**config.mk**
```make
export PLATFORM = sky130hd
export DESIGN_NAME = btn_conditioner_flat
export DESIGN_NICKNAME = d
export VERILOG_FILES = /design/src/rtl/btn_conditioner_if.sv /design/src/rtl/btn_conditioner.sv /design/src/flat_wrapper.sv
export SDC_FILE = /design/constraint.sdc
export NUM_CORES = 1
export LEC_CHECK = 0
export CAP_MARGIN = 25
export CORE_UTILIZATION = 50
export DETAILED_ROUTE_END_ITERATION = 6
export MAX_ROUTING_LAYER = met4
export PLACE_DENSITY = 0.77
export RECOVER_POWER = 50
export REMOVE_ABC_BUFFERS = 1
export SYNTH_ARGS = -nofsm -noshare
export SYNTH_HDL_FRONTEND = slang
export SYNTH_SLANG_ARGS = --single-unit
```
**constraint.sdc**
```tcl
create_clock -name clk -period 2.3 [get_ports clk]
set_input_delay 0.345 -clock clk [delete_from_list [all_inputs] [get_ports clk]]
set_output_delay 0.345 -clock clk [all_outputs]
set_load 0.02 [all_outputs]
```
**src/rtl/btn_conditioner_if.sv**
```systemverilog
// Button bundle between the raw push-button pins and the game logic.
// The conditioner sits on the slave side; whoever drives the raw buttons is the master.
interface btn_conditioner_if;
    logic [3:0] btn_in;
    logic [3:0] btn_level;
    logic [3:0] btn_press;
    logic [3:0] btn_release;
    logic       pause;

    modport master (
        output btn_in,
        input  btn_level,
        input  btn_press,
        input  btn_release,
        input  pause
    );

    modport slave (
        input  btn_in,
        output btn_level,
        output btn_press,
        output btn_release,
        output pause
    );
endinterface

```
**src/rtl/btn_conditioner.sv**
```systemverilog
// Four-button conditioner: two-flop synchronizer, per-button stability counter,
// registered press/release pulses and a pause flag toggled by btnS (bit 0).
module btn_conditioner #(
    parameter int unsigned DEBOUNCE_CYCLES = 500000
) (
    input  logic             clk,
    input  logic             rst,
    btn_conditioner_if.slave bus
);
    localparam int unsigned     CNT_W   = $clog2(DEBOUNCE_CYCLES);
    localparam logic [CNT_W-1:0] CNT_MAX = CNT_W'(DEBOUNCE_CYCLES - 1);

    logic [3:0]            sync1_q, sync2_q;
    logic [3:0]            level_q, level_d;
    logic [3:0]            press_q, press_d;
    logic [3:0]            rel_q,   rel_d;
    logic                  pause_q, pause_d;
    logic [3:0][CNT_W-1:0] cnt_q,   cnt_d;

    // A counter only runs while the synchronized input disagrees with the
    // debounced level; any agreement restarts it, so short bounces vanish.
    always_comb begin
        level_d = level_q;
        press_d = '0;
        rel_d   = '0;
        cnt_d   = '0;
        for (int i = 0; i < 4; i++) begin
            if (sync2_q[i] != level_q[i]) begin
                if (cnt_q[i] == CNT_MAX) begin
                    level_d[i] = sync2_q[i];
                    press_d[i] = sync2_q[i];
                    rel_d[i]   = ~sync2_q[i];
                end else begin
                    cnt_d[i] = cnt_q[i] + CNT_W'(1);
                end
            end
        end
        pause_d = pause_q ^ press_q[0];
    end

    always_ff @(posedge clk) begin
        if (rst) begin
            sync1_q <= '0;
            sync2_q <= '0;
            level_q <= '0;
            press_q <= '0;
            rel_q   <= '0;
            pause_q <= 1'b0;
            cnt_q   <= '0;
        end else begin
            sync1_q <= bus.btn_in;
            sync2_q <= sync1_q;
            level_q <= level_d;
            press_q <= press_d;
            rel_q   <= rel_d;
            pause_q <= pause_d;
            cnt_q   <= cnt_d;
        end
    end

    assign bus.btn_level   = level_q;
    assign bus.btn_press   = press_q;
    assign bus.btn_release = rel_q;
    assign bus.pause       = pause_q;
endmodule

```
**src/flat_wrapper.sv**
```systemverilog
// flat-port wrapper written by rule: the top's interface ports become plain ports
module btn_conditioner_flat 
#(
    parameter int unsigned DEBOUNCE_CYCLES = 500000
)
  (clk, rst, bus_btn_in, bus_btn_level, bus_btn_press, bus_btn_release, bus_pause);
  btn_conditioner_if bus_i ();
  input  logic clk;
  input  logic rst;
  input wire logic [$bits(bus_i.btn_in)-1:0] bus_btn_in;
  output wire logic [$bits(bus_i.btn_level)-1:0] bus_btn_level;
  output wire logic [$bits(bus_i.btn_press)-1:0] bus_btn_press;
  output wire logic [$bits(bus_i.btn_release)-1:0] bus_btn_release;
  output wire logic [$bits(bus_i.pause)-1:0] bus_pause;
  assign bus_i.btn_in = bus_btn_in;
  assign bus_btn_level = bus_i.btn_level;
  assign bus_btn_press = bus_i.btn_press;
  assign bus_btn_release = bus_i.btn_release;
  assign bus_pause = bus_i.pause;
  btn_conditioner #(.DEBOUNCE_CYCLES(DEBOUNCE_CYCLES)) u_core (.clk(clk), .rst(rst), .bus(bus_i));
endmodule
```
Word-level counts from Yosys, hierarchy flattened
Index checks and enable logic that the tools add are counted.
Word-level totals
  flip-flop bits (word level): 97
  bits of input ports: 6
  output and inout port bits: 13
  logic and storage cells: 56
Cells by class
  add/sub/neg operators: 4
  equal/unequal tests: 8
  bitwise gates (word level): 13
  reduce and logical (&&, ||, !) cells: 12
Operators by type and width (count)
  19-bit by 1-bit adder with 19-bit output, second input constant: 4
  19-bit == test, second input constant: 4
  3-bit OR reduction: 8
  1-bit inverter: 12
  2-bit AND reduction: 4
  1-bit inequality test: 4
  1-bit bitwise XOR: 1

Logic depth before layout (Yosys ltp)
  depth in word-level cells: 3
  depth in mapped cells: 6
  gate-level depth less buffers: 5

Worst setup path before layout
OpenSTA, ideal clock, no wires.
  kind: register to register
  start point: register u_core.cnt_q[38] (netlist name)
  end point: register u_core.cnt_q[49] (netlist name)
  setup time: 0.115 ns
  data arrival time: 1.771 ns
  data required time: 2.185 ns
  path slack: 0.414 ns
  cell stages (with the launch flop): 7
  buffers on the path: 1
  period minus slack after synthesis: 1.886 ns
  cell sequence: dfxtp_1 -> ha_1 -> nand4_1 -> or4_4 -> o21ai_4 -> buf_4 -> nor2_1
Between the ends
  word-level cells in the longest chain between the ends: 2
  elaborated cells on any way between the ends: 3
  classes of those cells: 1 x add/sub; 1 x eq/ne; 1 x reduce/logical
RTL lines
  from (decl): line btn_conditioner.sv:18  | logic [3:0][CNT_W-1:0] cnt_q, cnt_d;
  from (signal assigned): line btn_conditioner.sv:57  | cnt_q <= cnt_d;
  branches (longest 2 deep; another with 19-bit by 1-bit adder with 19-bit output)
Several ways; the timed one is not identified.
A chain may end at the register's enable or synchronous reset.

Worst setup path after layout
  start point: register u_core.cnt_q[38] (netlist name)
  end point: register u_core.cnt_q[52] (netlist name)
Same word-level chain as after synthesis.

==> run summary <==
Post-synthesis register bit count -> 97
Hold-fix buffers, CTS -> 0
Count of cell types in the netlist -> 40
Worst Hold Class -> register to register
GRT busiest layer -> met2
Max Clock Freq -> 0.486 GHz
Syn avg cell area -> 8.95 um^2
Final min period -> 2.06 ns
GR Overflow Total -> 0
CTS sink count -> 97
Detail Route Antenna Nets -> 0
Clock buffer count from CTS -> 9
Post-Place Worst Slack -> 0.247 ns
DR DRC count -> 0
Pre-antenna DRT Iters -> 4
Max-slew violation count -> 0
Initial core utilization -> 0.524
Worst Setup Start Kind -> register
Worst hold slack -> 0.450 ns
Final HPWL DP -> 5310 um
Initial antenna violation count -> 0
Placed cell areas -> 4410 um^2
Worst Setup End Kind -> register
Slew at the pin closest to its max-slew limit -> 0.539 ns
Max Root-Sink Buffers -> 2
Seq/Total Area, Yosys -> 0.475
Leak -> 1.40 nW
H-tree depth -> 3
Core ar. -> 7810 um^2
Worst skew pair latency -> 0.35 ns
M2 GR Usage -> 0.332
I/O pins -> 19
Max Cap Violations -> 0
Unrepaired setup endpoints after global routing -> false
DRT iter0 DRCs -> 88
Yosys synthesis warning count -> 0
WL final -> 7550 um
Worst Skew -> 0.00672 ns
Worst vdd ir -> 0.000355 V
Placer Congestion -> 0.815
P per Cell Area -> 606 nW/um^2
CTS tree -> built
Vias in the first global route -> 3074
GR Util met3 -> 0.0402
Final period utilization -> 0.894
Die Wd -> 92.4 um
M1 GR Usage -> 0.221
CP Data Required Time -> 2.53 ns
I/O Buffers -> 18
Gr usage total -> 0.195
Outcome -> completed
Clock root buffer -> clkbuf_8
Mapped cell area -> 4090 um^2
Final hold viol count -> 0
Final Total Pwr -> 2.77 mW
Share of layout cells above drive strength 1 -> 0.0533
Setup Fix Bufs, Post-CTS -> 0
Worst-path clk slew -> 0.09 ns
# setup viols final -> 0
Via count -> 3233
Setup CP Type -> register to register
Syn Inst Count -> 457
Drt via density -> 5.48
Std cell rows -> 32
Global-route wire length before repair -> 13200 um
Post-CTS sizing -> 0
Routed len/inst -> 12.8 um
Pin count of the biggest net entering global routing -> 20
Max_slew headroom -> 0.641
Die H -> 92.4 um
Area Growth Syn to Fin -> 11.6%
Final TNS setup -> 0 ns
Final setup margin -> 0.243 ns
Final instance area -> 4570 um^2
Nets@finish -> 494
Die area -> 8550 um^2
Antenna diodes -> 0
CP Data Arrival Time -> 2.29 ns
Critical path fanouts, max -> 19
-- cell families (layout without fill, tap and decap cells) --
| group | after synthesis | in the layout | synth area share |
|---|---|---|---|
| fa+ha+maj | 4 | 4 | 0.0122 |
| buf+inv | 19 | 50 | 0.0193 |
| flops | 97 | 97 | 0.475 |
| simple gates | 231 | 231 | 0.307 |
| xor+xnor | 51 | 51 | 0.109 |
| compound gates | 55 | 55 | 0.0774 |
-- synth_stat cells --
cell type  instances  area [um^2]
or3_1             16          100
nand2_1           28          105
o21ai_4            1         16.3
and3b_1            1         8.76
xnor2_1           28          245
nand2b_1           2         12.5
buf_2              3         15.0
or4b_2             1         10.0
nor3_1             9         45.0
buf_4              1         7.51
and4_2             1         10.0
o21bai_1           2         15.0
nor2b_1            8         50.1
or4_4              2         22.5
o31ai_1            7         52.6
dfxtp_1           97         1940
or4_1              9         67.6
or3b_2             1         8.76
clkbuf_1           4         15.0
a21oi_1           25          125
or2_2              2         12.5
nand4_1           19          119
nor4_1            14         87.6
a21oi_2            1         8.76
and3_1            11         68.8
ha_1               4         50.1
nand3_2            2         20.0
nor4b_1            2         17.5
o21ai_0           18         90.1
o21ai_2            1         8.76
nor2_1            62          233
and2_1             2         12.5
nand4b_1           1         8.76
xor2_1            23          201
inv_1             11         41.3
nand3_1           26          130
nand3b_1           1         7.51
and4_1             7         61.3
nor4bb_1           3         30.0
nor3b_1            1         7.51
-- layout by cell type (no fill, tap or decap), types with 8 or more instances in the layout --
cell,instances
a21oi_1,25
and3_1,11
clkbuf_8,9
dfxtp_1,97
dlygate4sd3_1,13
inv_1,11
nand2_1,28
nand3_1,26
nand4_1,19
nor2_1,62
nor2b_1,8
nor3_1,9
nor4_1,14
o21ai_0,19
or3_1,16
or4_1,9
xnor2_1,28
xor2_1,23
-- cell type report --
type	instances	area, um^2
Tap cell	102	128
Multi-Input combinational cell	341	2070
Timing Repair Buffer	24	211
Clock buffer	12	135
Clock inverter	3	42.5
Inverter	11	41.3
Sequential cell	97	1940
Fill cell	725	3240
-- worst paths after layout --
path / from / end / slack [ns] / cells past startpoint
worst max register to register: u_core.cnt_q[38] / u_core.cnt_q[52] / 0.24 / 5
worst min register to register: u_core.sync1_q[2] / u_core.sync2_q[2] / 0.45 / 1
worst min-delay path: u_core.sync1_q[2] / u_core.sync2_q[2] / 0.45 / 1
worst max-delay path: u_core.cnt_q[38] / u_core.cnt_q[52] / 0.24 / 5
-- report_power, final --
part           internal, mW  switching, mW  total, mW
Sequential             1.69        0.00533       1.69
Combinational        0.0169         0.0215     0.0384
Clock                 0.497          0.541       1.04
Total                  2.20          0.567       2.77
-- worst max-delay path, stage by stage, from the launching register on --
cell and delay (ns):
dfxtp_1 0.37, ha_1 0.23, nand4_1 0.20, or4_4 0.60
o21ai_4 0.43, nor2_1 0.10
-- state kept, by name, indices dropped and copies added (netlist names) --
signal and count:
u_core.bus.pause 1, u_core.sync1_q 4, u_core.sync2_q 4, u_core.bus.btn_release 4, u_core.cnt_q 76, u_core.bus.btn_level 4
u_core.bus.btn_press 4
-- through the flow --
stage | utilization | cells
4_1_cts | 0.587 | 590
2_1_floorplan | - | 449
3_3_place_gp | 0.564 | 575
3_5_place_dp | 0.564 | 575
6_report | 0.585 | 590
5_1_grt | 0.585 | 590
-- per-layer routing --
layer	vias to the layer above	part of all wire
li1	1684	-
met1	1488	0.47
met2	52	0.48
met3	9	0.034
met4	0	0.015
met5	-	0
Power figures use the tool's default switching activity.
